===== src/rtl/popacc_pkg.sv =====
// popacc_pkg: shared widths and types for the popcount frame accumulator
package popacc_pkg;
    localparam int CNT_W     = 5;
    localparam int MAX_COUNT = 16;
    localparam int SUM_W     = 32;
    typedef logic [CNT_W-1:0] count_t;
    typedef struct packed {
        logic [SUM_W-1:0] sum;
        logic             above;
        logic             sat;
    } result_t;
endpackage


===== src/rtl/popacc_valid_delay.sv =====
// popacc_valid_delay: LATENCY-deep valid shift register that realigns the sample tag with the counter output
module popacc_valid_delay #(
    parameter int LATENCY = 10
) (
    input  logic clk,
    input  logic rst_n,
    input  logic i_valid,
    output logic o_av
);
    logic [LATENCY-1:0] r_sh;
    // shift the tag one stage per cycle; the oldest stage is the aligned valid
    always_ff @(posedge clk or negedge rst_n) begin
        if (!rst_n) r_sh <= '0;
        else        r_sh <= (r_sh << 1) | LATENCY'(i_valid);
    end
    assign o_av = r_sh[LATENCY-1];
endmodule


===== src/rtl/popcount_frame_accumulator.sv =====
// popcount_frame_accumulator: sums aligned popcounts per frame and offers totals over valid/ready; POPACC_SATURATE_EN clamps instead of wrapping
module popcount_frame_accumulator
    import popacc_pkg::*;
#(
    parameter int LATENCY   = 10,
    parameter int FRAME_LEN = 64,
    parameter int ACC_W     = 11
) (
    input  logic             clk,
    input  logic             rst_n,
    input  logic             in_valid,
    input  count_t           count,
    input  logic [ACC_W-1:0] thresh,
    output logic             out_valid,
    input  logic             out_ready,
    output logic [ACC_W-1:0] out_sum,
    output logic             out_above,
    output logic             out_sat,
    output logic             frame_lost
);
    localparam int IDX_W = FRAME_LEN > 1 ? $clog2(FRAME_LEN) : 1;
    localparam logic [IDX_W-1:0] LAST = IDX_W'(FRAME_LEN - 1);

    logic             w_av;
    logic [ACC_W-1:0] w_cnt;
    logic [ACC_W-1:0] w_next;
    logic             w_sat;
    logic             w_done;
    logic             w_load;
    logic [ACC_W-1:0] r_acc;
    logic [IDX_W-1:0] r_idx;
    result_t          r_res;
    logic             r_valid;
    logic             r_lost;

    popacc_valid_delay #(.LATENCY(LATENCY)) u_delay (
        .clk     (clk),
        .rst_n   (rst_n),
        .i_valid (in_valid),
        .o_av    (w_av)
    );

    assign w_cnt  = ACC_W'(count);
    assign w_done = w_av && (r_idx == LAST);
    assign w_load = w_done && (!r_valid || out_ready);

`ifdef POPACC_SATURATE_EN
    logic [ACC_W:0] w_sum;
    logic           r_fsat;
    assign w_sum  = {1'b0, r_acc} + {1'b0, w_cnt};
    assign w_next = w_sum[ACC_W] ? '1 : w_sum[ACC_W-1:0];
    assign w_sat  = r_fsat | w_sum[ACC_W];
    // remember whether the frame in progress has clipped; restart at each frame boundary
    always_ff @(posedge clk or negedge rst_n) begin
        if (!rst_n)    r_fsat <= 1'b0;
        else if (w_av) r_fsat <= w_done ? 1'b0 : w_sat;
    end
`else
    assign w_next = r_acc + w_cnt;
    assign w_sat  = 1'b0;
`endif

    // accumulate aligned samples; a completing sample empties the accumulator for the next frame
    always_ff @(posedge clk or negedge rst_n) begin
        if (!rst_n) begin
            r_acc <= '0;
            r_idx <= '0;
        end else if (w_av) begin
            r_acc <= w_done ? '0 : w_next;
            r_idx <= w_done ? '0 : r_idx + IDX_W'(1);
        end
    end

    // result register: loads when free or being drained, otherwise the frame is dropped and flagged
    always_ff @(posedge clk or negedge rst_n) begin
        if (!rst_n) begin
            r_res   <= '0;
            r_valid <= 1'b0;
            r_lost  <= 1'b0;
        end else begin
            if (w_load) begin
                r_res.sum   <= SUM_W'(w_next);
                r_res.above <= w_next >= thresh;
                r_res.sat   <= w_sat;
            end
            r_valid <= w_load | (r_valid & ~out_ready);
            r_lost  <= r_lost | (w_done & ~w_load);
        end
    end

    assign out_valid  = r_valid;
    assign out_sum    = ACC_W'(r_res.sum);
    assign out_above  = r_res.above;
    assign out_sat    = r_res.sat;
    assign frame_lost = r_lost;
endmodule


===== config.mk =====
export PLATFORM = sky130hd
export DESIGN_NAME = popcount_frame_accumulator
export DESIGN_NICKNAME = d
export VERILOG_FILES = /design/src/rtl/popacc_pkg.sv /design/src/rtl/popacc_valid_delay.sv /design/src/rtl/popcount_frame_accumulator.sv
export SDC_FILE = /design/constraint.sdc
export NUM_CORES = 1
export LEC_CHECK = 0
export ABC_AREA = 1
export CELL_PAD_IN_SITES_DETAIL_PLACEMENT = 1
export CELL_PAD_IN_SITES_GLOBAL_PLACEMENT = 1
export CORE_MARGIN = 2
export CORE_UTILIZATION = 40
export DETAILED_ROUTE_END_ITERATION = 8
export HOLD_SLACK_MARGIN = 0.06
export PLACE_DENSITY = 0.84
export RECOVER_POWER = 50
export SLEW_MARGIN = 10
export SYNTH_ARGS = -nofsm -noshare
export SYNTH_HDL_FRONTEND = slang
export SYNTH_SLANG_ARGS = --single-unit

===== constraint.sdc =====
create_clock -name clk -period 3.2 [get_ports clk]
set_clock_uncertainty 0.2 [all_clocks]
set_input_delay 0.48 -clock clk [delete_from_list [all_inputs] [get_ports clk]]
set_output_delay 0.48 -clock clk [all_outputs]
set_load 0.01 [all_outputs]

==> results of run 1 <==
==> worst max-delay path, cell delays in order <==
cell and delay (ns):
clkdlybuf4s50_1 0.41, ha_1 0.39, nand2_1 0.13, nor2_1 0.17, nand2_1 0.09, nand3_1 0.11
nand3_1 0.15, and2_1 0.19, ha_1 0.28, nand2_1 0.15, a21oi_1 0.08, nor2_1 0.15
nand3_1 0.11, nor2_2 0.08, nor2_1 0.04
==> final cells by class <==
cell class	count	area (um2)	area share (%)
multi-input combinational	195	1087	38.06
timing repair buffer	40	376.6	13.18
sequential	41	1026	35.92
clock buffer	5	68.82	2.409
inverter	43	161.4	5.650
tap	72	90.09	3.154
clock inverter	3	46.29	1.621
==> registers in the layout, indices dropped and copies added, names as in the netlist <==
name	flops
out_sum	11
r_acc	11
u_delay.r_sh	10
r_idx	6
frame_lost	1
out_above	1
out_valid	1
==> per-stage QoR <==
step                      power (mW)  worst slack [ns]
after floorplan                1.321            0.5360
after global placement         1.637          -0.03194
after detailed placement       1.688           -0.1375
after global routing           2.360           0.02042
after CTS                      2.161           0.06514
final                          2.182            0.2190
==> report_power, final <==
group | internal (mW) | leakage (nW) | switching, mW
clock | 0.234 | 0.0543 | 0.204
combinational | 0.416 | 0.946 | 0.599
sequential | 0.629 | 0.496 | 0.100
==> kinds of logic after synthesis <==
group	Yosys count	synth area share (%)
AND/OR/NAND/NOR	156	30.31
buffers and inverters	47	8.848
flip-flops	41	44.78
adder cells (fa/ha/maj)	18	10.16
AO/OA/AOI/OAI	15	3.824
XOR/XNOR	5	1.911
other	1	0.1637
==> routing by layer <==
layer / global-route usage [%] / wire length (um) / vias to the layer above
met5: 0 / 0 / -
met3: 3.394 / 211 / 9
li1: - / - / 961
met4: 9.138 / 97 / 0
met2: 36.30 / 3168 / 41
met1: 28.51 / 2824 / 991
==> what timing repair did <==
item                                    in CTS  in global routing
gates resized for setup                      0                  6
endpoints found under the setup margin       0                  1
buffers inserted                             0                  0
==> synthesized netlist by cell type, types with 2 or more instances <==
cell type	count	area, um2
a21oi_1	4	20.02
and2_1	6	37.54
buf_6	3	33.78
dfrtp_1	41	1026
ha_1	17	212.7
inv_1	41	153.9
inv_2	2	7.510
nand2_1	92	345.3
nand3_1	33	165.2
nand4_1	3	18.77
nor2_1	14	52.55
nor2_4	2	22.52
o21ai_0	6	30.03
xor2_1	4	35.03
==> worst paths after layout <==
path | slack [ns] | depth (start not counted) | end
worst max-delay path | 0.22 | 15 | out_above
worst min-delay path | 0.16 | 0 | u_delay.r_sh[1]
worst max register to register | 0.42 | 14 | out_above
worst min register to register | 0.16 | 0 | u_delay.r_sh[1]
max in group asynchronous | 0.90 | 1 | r_idx[5]
min in group asynchronous | 0.62 | 1 | r_acc[10]
==> placed cells by master, fill, tap and decap left out, types with 6 or more instances in the layout <==
master           count
nand2_1             92
nor2_1              13
buf_4                7
o21ai_0              6
and2_1               6
nand3_1             32
inv_1               40
dfrtp_1             41
clkdlybuf4s50_1     31
ha_1                15
==> flow_summary.json, run 1 <==
{
  "status": "finished with violations",
  "violations": "max-capacitance violations, max-slew violations",
  "synth_area_um2": 2291,
  "start_util_pct": 41.60,
  "slew_headroom_pct": -48.36,
  "cts_buffers": 5,
  "synthCells": 283,
  "dr.pass1.iters": 4,
  "grt_pass1_wl_um": 10410,
  "antenna_left": 0,
  "grt_pass1_vias": 2142,
  "rr_startpoint": "r_acc[3]",
  "place_area_um2": 2718,
  "die_h_um": 79.68,
  "hold-worst-slack_ns": 0.1575,
  "io_pins": 35,
  "portBuffers": 33,
  "cp_data_required_time_ns": 3.22,
  "final_cell_count_no_fill": 399,
  "cts_tree": "built",
  "place_inst": 391,
  "fill_cells": 677,
  "endpoint_kind": "flop",
  "drv_slew": 42,
  "place.gp.congestion": 0.8758,
  "power_leakage_nw": 1.496,
  "syn_avg_cell_area_um2": 8.095,
  "ys_warn_count": 0,
  "antenna_cells": 0,
  "critPathMaxFanout": 5,
  "wirelength_um": 6301,
  "antenna_found_initial": 0,
  "maxCapViolCount": 1,
  "worst_pin_slew_ns": 2.225,
  "synth-edff-count": 0,
  "synth-seq-cells": 41,
  "ctsHoldBuffers": 0,
  "drive_above_1_share_pct": 9.480,
  "syn-num-nets": 321,
  "fmax_mhz": 335.5,
  "synth_top_flop_cell": "dfrtp_1",
  "yosysSeqAreaShare_pct": 44.78,
  "grt_overflow": 0,
  "hold_viol_final": 0,
  "dpl.hpwl_um": 4372,
  "insertion_delay_ns": 0.31,
  "power_per_cell_area_nw_per_um2": 763.9,
  "critPathArrivalTime_ns": 3.00,
  "path_class": "in -> reg",
  "clkTransAtPathRegs_ns": 0.09,
  "fp.dieArea_um2": 6349,
  "final_util_pct": 51.87,
  "hold_path_class": "reg -> reg",
  "first_iter_violations": 72,
  "die_w_um": 79.68,
  "cts_root_buf": "clkbuf_8",
  "setup_viol": 0,
  "post-route-period-util_pct": 93.16,
  "rsz0062_at_grt": "false",
  "async_flop_share_pct": 100.0,
  "wire_per_inst_um": 15.79,
  "clock-sinks": 41,
  "drc": 0,
  "layout.nets": 364,
  "min_period_ns": 2.981,
  "synth_cell_types": 29,
  "crit_path_start": "count[3]",
  "core_um2": 5507,
  "grtUsageTotal_pct": 21.91,
  "cts_buffer_depth": 2,
  "rows": 27,
  "grt_max_degree": 42,
  "num_vias": 2002,
  "htreeDepth": 2,
  "syn_to_final_growth_pct": 24.69,
  "final_cell_area_um2": 2856,
  "crit_path_start_kind": "input pin",
  "hold_start": "u_delay.r_sh[0]",
  "viasPerCell": 5.018,
  "setup_tns_ns": 0,
  "peakVddDrop_mv": 0.2991
}
No activity file was read; power rests on OpenSTA's default activity.
==> run 2, diff against run 1 <==
--- a/config.mk
+++ b/config.mk
@@ -8,6 +8,7 @@
 export ABC_AREA = 1
 export CELL_PAD_IN_SITES_DETAIL_PLACEMENT = 1
 export CELL_PAD_IN_SITES_GLOBAL_PLACEMENT = 1
+export CORE_ASPECT_RATIO = 1.5
 export CORE_MARGIN = 2
 export CORE_UTILIZATION = 40
 export DETAILED_ROUTE_END_ITERATION = 8
==> constraint.sdc (replaced) <==
create_clock -name clk -period 3.1 [get_ports clk]
set_clock_uncertainty 0.2 [all_clocks]
set_input_delay 0.465 -clock clk [delete_from_list [all_inputs] [get_ports clk]]
set_output_delay 0.465 -clock clk [all_outputs]
set_load 0.01 [all_outputs]
==> flow_summary.json, run 2 (synthesis results as in run 1) <==
{
  "grt_pass1_wl_um": 10210,
  "status": "finished with violations",
  "fmax_mhz": 341.5,
  "setup_viol": 0,
  "post-route-period-util_pct": 94.45,
  "cts_buffers": 5,
  "final_cell_mix": "nand2_1 (91), inv_1 (41), dfrtp_1 (41)",
  "die_h_um": 96.69,
  "violations": "max-capacitance violations, max-slew violations",
  "first_iter_violations": 51,
  "antenna_cells": 0,
  "cts_setup_buffers": 0,
  "worst_pin_slew_ns": 2.145,
  "clkTransAtPathRegs_ns": 0.09,
  "die_w_um": 65.79,
  "grt_max_degree": 42,
  "hold_path_class": "reg -> reg",
  "cts_buffer_depth": 2,
  "fp.dieArea_um2": 6361,
  "antenna_found_initial": 0,
  "start_util_pct": 41.72,
  "layout.nets": 371,
  "min_period_ns": 2.928,
  "io_pins": 35,
  "rows": 33,
  "drive_above_1_share_pct": 11.68,
  "slew_headroom_pct": -42.97,
  "viasPerCell": 4.970,
  "drv_slew": 42,
  "ctsHoldBuffers": 0,
  "critPathMaxFanout": 3,
  "crit_path_start_kind": "input pin",
  "critPathArrivalTime_ns": 2.97,
  "hold-worst-slack_ns": 0.1465,
  "final_common_cell": "nand2_1",
  "portBuffers": 33,
  "hold_viol_final": 0,
  "cts_tree": "built",
  "power_per_cell_area_nw_per_um2": 782.7,
  "htreeDepth": 2,
  "antenna_left": 0,
  "endpoint_kind": "flop",
  "peakVddDrop_mv": 0.4765,
  "path_class": "in -> reg",
  "clock-sinks": 41,
  "drc": 0,
  "place.gp.congestion": 0.8503,
  "final_util_pct": 52.97,
  "num_vias": 2008,
  "grt_overflow": 0,
  "cp_data_required_time_ns": 3.14,
  "cts_root_buf": "clkbuf_8",
  "place_inst": 396,
  "syn_to_final_growth_pct": 26.98,
  "final_cell_count_no_fill": 404,
  "dpl.hpwl_um": 4515,
  "grt_pass1_vias": 2186,
  "core_um2": 5492,
  "wire_per_inst_um": 14.80,
  "grtUsageTotal_pct": 20.99,
  "power_leakage_nw": 1.535,
  "wirelength_um": 5981,
  "insertion_delay_ns": 0.30,
  "maxCapViolCount": 1,
  "dr.pass1.iters": 4
}
-- run 2: critical path: stages --
cell,delay (ns)
clkdlybuf4s50_1,0.47
ha_2,0.17
inv_1,0.05
fa_2,0.34
inv_1,0.10
nand2_1,0.09
nand3_1,0.12
nand3_1,0.10
and2_1,0.19
ha_1,0.32
nand2_2,0.10
nor2_2,0.16
nand3_1,0.09
nand3_1,0.08
nor2_2,0.03
nor2_1,0.08
-- run 2: through the flow --
step           total power, mW  cell area (um2)  setup TNS (ns)  setup WS [ns]
2_1_floorplan            1.364             2291               0         0.4510
3_3_place_gp             1.744             2768         -0.1031        -0.1031
3_5_place_dp             1.799             2768         -0.1596        -0.1596
4_1_cts                  2.265             2880               0         0.1159
5_1_grt                  2.453             2909       -0.005532      -0.005532
6_report                 2.277             2909               0         0.1722
-- run 2: layout make-up --
| class | instances | area, um2 |
|---|---|---|
| fillers | 682 | 2582 |
| well taps | 70 | 87.58 |
| inverters | 43 | 161.4 |
| repair buffers | 47 | 429.2 |
| clock inverters | 3 | 43.79 |
| clock buffers | 5 | 68.82 |
| flip-flops and latches | 41 | 1026 |
| multi-input cells | 195 | 1092 |
-- run 2: timing repair --
item,CTS,global route
resized for setup,0,7
endpoints found under the setup margin,0,1
hold endpoints to repair,0,0
-- run 2: layer usage --
layer	GRT usage [%]	share of wire [%]
met5	0	0
met1	22.65	37
met4	8.333	4.4
met3	3.488	2.6
met2	38.93	56
-- run 2: final timing paths --
path                                 start               to  slack [ns]  cells after the start
max in group asynchronous            rst_n      out_sum[10]        0.90                      1
setup reg to reg                  r_acc[4]        out_above        0.44                     14
min in group asynchronous            rst_n        out_above        0.59                      1
setup / recovery                  count[0]        out_above        0.17                     16
hold reg to reg            u_delay.r_sh[8]  u_delay.r_sh[9]        0.15                      0
hold / removal             u_delay.r_sh[8]  u_delay.r_sh[9]        0.15                      0
-- run 2: report_power, final --
group | internal [mW] | switching (mW)
Clock | 0.241 | 0.203
Combinational | 0.466 | 0.615
Sequential | 0.649 | 0.103
Total | 1.36 | 0.920
